<file path="config.mk">
export PLATFORM = sky130hd
export DESIGN_NAME = sample_recorder
export DESIGN_NICKNAME = d
export VERILOG_FILES = /design/src/rtl/sample_pkg.sv /design/src/rtl/sample_recorder_abs_threshold.sv /design/src/rtl/sample_recorder.sv
export SDC_FILE = /design/constraint.sdc
export NUM_CORES = 1
export LEC_CHECK = 0
export ABC_AREA = 0
export ABC_CLOCK_PERIOD_IN_PS = 5100
export BUFFER_PORTS_ARGS = -buffer_cell sky130_fd_sc_hd__buf_2
export CORE_MARGIN = 3
export CORE_UTILIZATION = 25
export CTS_BUF_LIST = sky130_fd_sc_hd__clkbuf_16
export DETAILED_ROUTE_END_ITERATION = 16
export SETUP_SLACK_MARGIN = 0.5
export SYNTH_ARGS = -nofsm -noshare
export SYNTH_HDL_FRONTEND = slang
export SYNTH_SLANG_ARGS = --single-unit
</file>
<file path="constraint.sdc">
create_clock -name clk -period 5.1 [get_ports clk]
set_clock_uncertainty 0.2 [all_clocks]
set_input_delay 0.255 -clock clk [delete_from_list [all_inputs] [get_ports clk]]
set_output_delay 0.255 -clock clk [all_outputs]
set_load 0.02 [all_outputs]
</file>
<file path="src/rtl/sample_pkg.sv">
// Shared constants and state type for the sample RAM write path and the
// playback address counter, so both ends agree on buffer depth.
package sample_pkg;

   localparam int unsigned ADDR_W = 14;
   localparam int unsigned DW     = 16;

   localparam logic [ADDR_W-1:0] MAXCOUNT  = 14'd12348;
   localparam logic [DW-1:0]     THRESHOLD = 16'd1024;

   typedef enum logic [1:0] {
      IDLE   = 2'd0,
      ARMED  = 2'd1,
      RECORD = 2'd2,
      DONE   = 2'd3
   } state_t;

endpackage

</file>
<file path="src/rtl/sample_recorder_abs_threshold.sv">
// Trigger detector: |x| with saturation of the most negative code,
// compared against the recording threshold.
module abs_threshold
   import sample_pkg::*;
(
   input  logic [DW-1:0] x,
   output logic          trig
);

   localparam logic [DW-1:0] NEG_MAX = {1'b1, {(DW-1){1'b0}}};
   localparam logic [DW-1:0] POS_MAX = {1'b0, {(DW-1){1'b1}}};

   logic [DW-1:0] mag;

   always_comb begin
      mag = x;
      if (x[DW-1]) begin
         // -32768 has no positive counterpart; clamp instead of wrapping
         mag = (x == NEG_MAX) ? POS_MAX : ('0 - x);
      end
      trig = (mag >= THRESHOLD);
   end

endmodule

</file>
<file path="src/rtl/sample_recorder.sv">
// One-shot sample recorder: armed by the user, triggered by signal level,
// writes codec samples into the sample RAM and publishes the stored length.
module sample_recorder
   import sample_pkg::*;
(
   input  logic              clk,
   input  logic              reset,
   input  logic              arm,
   input  logic              stop,
   input  logic              sample_valid,
   input  logic [DW-1:0]     sample_data,
   output logic              wr_en,
   output logic [ADDR_W-1:0] wr_addr,
   output logic [DW-1:0]     wr_data,
   output logic [ADDR_W-1:0] length,
   output logic              busy,
   output logic              done,
   output logic              full
);

   localparam logic [ADDR_W-1:0] ONE = ADDR_W'(1);

   state_t            state_q,   state_d;
   logic [ADDR_W-1:0] ptr_q,     ptr_d;
   logic              wr_en_q,   wr_en_d;
   logic [ADDR_W-1:0] wr_addr_q, wr_addr_d;
   logic [DW-1:0]     wr_data_q, wr_data_d;
   logic [ADDR_W-1:0] length_q,  length_d;
   logic              busy_q,    busy_d;
   logic              done_q,    done_d;
   logic              full_q,    full_d;

   logic trig;
   logic do_write;

   abs_threshold u_abs_threshold (
      .x    (sample_data),
      .trig (trig)
   );

   always_comb begin
      state_d   = state_q;
      ptr_d     = ptr_q;
      wr_en_d   = 1'b0;
      wr_addr_d = wr_addr_q;
      wr_data_d = wr_data_q;
      length_d  = length_q;
      done_d    = 1'b0;
      full_d    = full_q;
      do_write  = 1'b0;

      unique case (state_q)
         IDLE: begin
            if (arm) begin
               state_d = ARMED;
               ptr_d   = '0;
               full_d  = 1'b0;
            end
         end
         ARMED: begin
            if (stop) begin
               state_d = IDLE;
            end else if (sample_valid && trig) begin
               do_write = 1'b1;
            end
         end
         RECORD: begin
            if (sample_valid) begin
               do_write = 1'b1;
            end else if (stop) begin
               state_d  = DONE;
               length_d = ptr_q;
               done_d   = 1'b1;
            end
         end
         DONE: begin
            if (arm) begin
               state_d = ARMED;
               ptr_d   = '0;
               full_d  = 1'b0;
            end
         end
      endcase

      // The triggering write and every RECORD write share one path, so a
      // coincident stop still lands the sample before the session closes.
      if (do_write) begin
         wr_en_d   = 1'b1;
         wr_addr_d = ptr_q;
         wr_data_d = sample_data;
         if (ptr_q == MAXCOUNT) begin
            state_d  = DONE;
            full_d   = 1'b1;
            length_d = MAXCOUNT + ONE;
            done_d   = 1'b1;
         end else if (stop) begin
            state_d  = DONE;
            length_d = ptr_q + ONE;
            done_d   = 1'b1;
         end else begin
            state_d  = RECORD;
            ptr_d    = ptr_q + ONE;
         end
      end

      busy_d = (state_d == ARMED) || (state_d == RECORD);
   end

   always_ff @(posedge clk) begin
      if (reset) begin
         state_q   <= IDLE;
         ptr_q     <= '0;
         wr_en_q   <= 1'b0;
         wr_addr_q <= '0;
         wr_data_q <= '0;
         length_q  <= '0;
         busy_q    <= 1'b0;
         done_q    <= 1'b0;
         full_q    <= 1'b0;
      end else begin
         state_q   <= state_d;
         ptr_q     <= ptr_d;
         wr_en_q   <= wr_en_d;
         wr_addr_q <= wr_addr_d;
         wr_data_q <= wr_data_d;
         length_q  <= length_d;
         busy_q    <= busy_d;
         done_q    <= done_d;
         full_q    <= full_d;
      end
   end

   assign wr_en   = wr_en_q;
   assign wr_addr = wr_addr_q;
   assign wr_data = wr_data_q;
   assign length  = length_q;
   assign busy    = busy_q;
   assign done    = done_q;
   assign full    = full_q;

endmodule

</file>
==> results.txt <==
- Setup slack on the worst reg-to-reg path comes out at 1950 ps.
* Initial drt markers: 304
- 0 antenna diodes ended up in the layout.
- In the global route stage, overall resource usage came out at about 14%.
* Maximum number of pins on one net before global-route repair: between 50 and 60
- Number of hold buffers added after cts: 0
- TritonCTS created 9 clock buffers.
* Last weighted congestion value of the routability-driven placer: around 0.85
* Internal: 0.0009077 W
- Data on the critical path is required at its endpoint by between 5000 and 6000 ps.
- Clk slew on worst S/H paths: around 50 ps
* Post-route DRC: 0
- Number of synthesized flops with an enable pin: 0
* Y dimension of the die: between 100 and 150 um
* Cell count after synthesis: 416
- Across the VDD grid, the largest voltage drop is approximately 0.00019 V.
- Port Buffer Count: about 70
- In the post-synthesis netlist, the cell with the most instances is sky130_fd_sc_hd__dfxtp_1.
- The most used flip-flop cell after synthesis is sky130_fd_sc_hd__dfxtp_1.
* Min cycle time layout: about 3200 ps
* Final total negative setup slack: 0 ps
* Effective utilization at floorplan: 25.80%
- Endpoints failing hold: 0
* Worst-path fanout max: 11
- The startpoint identified for the worst hold timing path is sample_data[5].
* Floorplan die area: 14540 um^2
* Post-route clock period utilization: roughly three fifths
* Worst-skew pair later-pin latency: approximately 330 ps
- Share of flip-flops with an asynchronous set or reset after synthesis: 0%
- The clock tree synthesis step divided the H-tree into 3 levels.
- Ratio of cells with drive above 1 in the final layout: approximately a fifth
- Final max-slew violation count: 0
- The worst register-to-register path begins at ptr_q[0]$_SDFF_PP0_.
* FP Rows: 41
* Count of fill cells added during filler insertion: about 1400
- By area the synthesized netlist is led by sky130_fd_sc_hd__dfxtp_1 (39%), sky130_fd_sc_hd__a21oi_1 (8.4%), sky130_fd_sc_hd__nand3_1 (7.2%).
- Compared with the post-synthesis result, the final layout area differs by 22.15%.
- Library cell occupying the most area in the post-synthesis netlist: sky130_fd_sc_hd__dfxtp_1
- Portion of synthesized cell area occupied by the leading cell type: between 30% and 40%
* Outcome: finished clean
- Flops & latches, synth: 64
- The share of the Yosys chip area taken by registers is about 39%.
* Total number of vias: ~3400
* Crit Path Category: flop to flop
- Count of endpoints failing setup in the final report: 0
- Tightest slew margin relative to the limit: roughly 26%
* Net switching share of the total power: 24.10%
* Hold Crit Endpoint: wr_data[5]$_SDFFE_PP0N_
- Worst setup EP type: flop
* Antenna violations before repair: 0
* Sum of internal, switching and leakage power: 0.001196 W
- The wire-length estimate of the detail-placed layout is roughly 7000 um.
- Number of clock sinks: 64
- The synthesized netlist contains 53 unique library cells.
- In this run the clock root is driven by a sky130_fd_sc_hd__clkbuf_16.
* Post-synth design cell area: about 3300 um^2
* R2R depth: 8
- Cell Pwr Density: between 200 and 300 nW/um^2
* NetSw: 0.0002882 W
- The number of setup buffers added after CTS is 0.
- For the worst setup path, the data arrival time is approximately 3100 ps.
- The number of gates resized after CTS was 0.
- Yosys printed 0 warnings.
- Combinational logic burns around 8.4% of the power.
- At the pin with the least slew margin, the transition time is 1106 ps.
- Counting instances in the post-synthesis netlist gives the leading cell types as sky130_fd_sc_hd__dfxtp_1 (64), sky130_fd_sc_hd__a21oi_1 (55), sky130_fd_sc_hd__nand3_1 (47).
* Worst min-delay path category: input port to flop
- STA classifies the critical path startpoint as a flop.
- Wire length of the first global-routing pass: ~16000 um
* Routed Antenna Nets: 0
* Max Cap Viol: 0
* Io pins: 69
* Max Freq: 317.1 MHz
- Per-instance average area after synthesis: 7.889 um^2
- Remaining Overflow, GRT: 0
- Deepest clock path buffer count: 2
- Capturing point of the worst reg2reg path: ptr_q[8]$_SDFF_PP0_
- The share of total power dissipated in the clock network is a little under 50%.
- Sequential cells account for between 40 and 50% of the total power.
* Average routed wire per standard cell: approximately 16 um
- Along the worst hold path, the cell count comes to 3.
- Routed vias/inst: approximately 5.2
- Setup repair after global routing missed its margin: no
- The via count of the first global-routing pass is ~3200.
- Synthesis produced a netlist with a net count of roughly 440.
- The core region is about 13000 um^2.
- The floorplan step set the die width to around 120 um.
- For this run, the post-layout net count is approximately 500.
- Clock tree from TritonCTS: done
- Leakage dissipation: ~1.5 nW
- Total routed wirelength: between 10000 and 15000 um
- First-pass DRT Iterations: 5
metal layers:
metal	vias to the layer above	global-route usage [%]	share of wire, %
li1	1636	-	-
met1	1601	18.28	44
met2	122	23.19	47
met3	10	3.461	6.9
met4	0	4.320	1.2
met5	-	0	0
through the flow:
step                instances  area, um^2  setup slack, ps  util (%)  hold WS (ps)
detailed placement        630        3727             1998     29.30         242.9
finish                    646        4009             1946     31.51         10.20
global placement          630        3727             2007     29.30         240.6
CTS                       646        4009             2052     31.51         1.382
global route              646        4009             1843     31.51         14.57
floorplan                 416        3282             2684         -         202.7
layout by cell type, fill, tap and decap left out, types with 2 or more instances in the layout:
master	instances
sky130_fd_sc_hd__nand3_1	47
sky130_fd_sc_hd__a221oi_1	6
sky130_fd_sc_hd__nand2_1	13
sky130_fd_sc_hd__inv_1	26
sky130_fd_sc_hd__o21ai_1	5
sky130_fd_sc_hd__nor2_1	34
sky130_fd_sc_hd__o2bb2ai_1	2
sky130_fd_sc_hd__nor3_1	10
sky130_fd_sc_hd__a21oi_1	55
sky130_fd_sc_hd__xnor2_1	5
sky130_fd_sc_hd__buf_4	3
sky130_fd_sc_hd__ha_1	6
sky130_fd_sc_hd__nor4_1	2
sky130_fd_sc_hd__buf_2	68
sky130_fd_sc_hd__o221ai_1	4
sky130_fd_sc_hd__nand4_1	6
sky130_fd_sc_hd__a32o_1	2
sky130_fd_sc_hd__or2_2	5
sky130_fd_sc_hd__mux2i_1	2
sky130_fd_sc_hd__dfxtp_1	64
sky130_fd_sc_hd__nor2b_1	5
sky130_fd_sc_hd__nor4_4	3
sky130_fd_sc_hd__and4_1	2
sky130_fd_sc_hd__o22ai_1	7
sky130_fd_sc_hd__clkbuf_16	9
sky130_fd_sc_hd__o21ai_0	38
sky130_fd_sc_hd__and3_1	2
sky130_fd_sc_hd__o211ai_1	10
sky130_fd_sc_hd__clkinv_2	3
sky130_fd_sc_hd__a211oi_1	3
sky130_fd_sc_hd__nand2b_1	3
worst max-delay path by stage:
stage,startpoint,endpoint,slack (ps),depth (start not counted)
CTS,ptr_q[0]$_SDFF_PP0_,ptr_q[8]$_SDFF_PP0_,2050,8
global placement,ptr_q[0]$_SDFF_PP0_,ptr_q[12]$_SDFF_PP0_,2010,8
finish,ptr_q[0]$_SDFF_PP0_,ptr_q[8]$_SDFF_PP0_,1950,8
detailed placement,sample_data[5],ptr_q[7]$_SDFF_PP0_,2000,7
global route,ptr_q[0]$_SDFF_PP0_,ptr_q[8]$_SDFF_PP0_,1840,8
floorplan,state_q[0]$_SDFF_PP0_,wr_addr[11]$_SDFFE_PP0N_,2680,9
state kept, by name, summed over array words and instances (netlist names):
name	cells
state_q	2
length	14
wr_data	16
full	1
wr_addr	14
ptr_q	14
wr_en	1
done	1
busy	1
layout make-up:
class | instances | area (um^2) | area share (%)
Tap cell | 172 | 215.2 | 5.368
Timing Repair Buffer | 71 | 362.8 | 9.051
Multi-Input combinational cell | 300 | 1782 | 44.44
Inverter | 23 | 86.33 | 2.154
Sequential cell | 64 | 1281 | 31.96
Clock inverter | 7 | 56.30 | 1.404
Clock buffer | 9 | 225.2 | 5.618
cell families after synthesis:
logic type / synth area share (%)
AND/OR/NAND/NOR: 23.87
adder cells (fa/ha/maj): 2.287
buffers and inverters: 6.748
XOR/XNOR: 1.334
flip-flops: 39.04
AO/OA/AOI/OAI: 26.12
multiplexers: 0.6100
power groups by stage:
stage	clock, W	combinational (W)	sequential, W
finish	0.000587	0.000100	0.000508
global route	0.000623	0.000110	0.000509
CTS	0.000599	0.0000996	0.000508
detailed placement	0	0.0000993	0.000519
global placement	0	0.0000973	0.000519
floorplan	0	0.0000632	0.000523
critical path, cell delays in order (launching register included):
cell and delay [ps]:
sky130_fd_sc_hd__dfxtp_1 440, sky130_fd_sc_hd__inv_1 140, sky130_fd_sc_hd__ha_1 230, sky130_fd_sc_hd__and4b_1 230, sky130_fd_sc_hd__and4_1 300, sky130_fd_sc_hd__nor2_1 200, sky130_fd_sc_hd__nand2_1 150, sky130_fd_sc_hd__o211ai_1 890
sky130_fd_sc_hd__o221ai_1 220
Note: power is estimated with default switching activity, not from simulation.
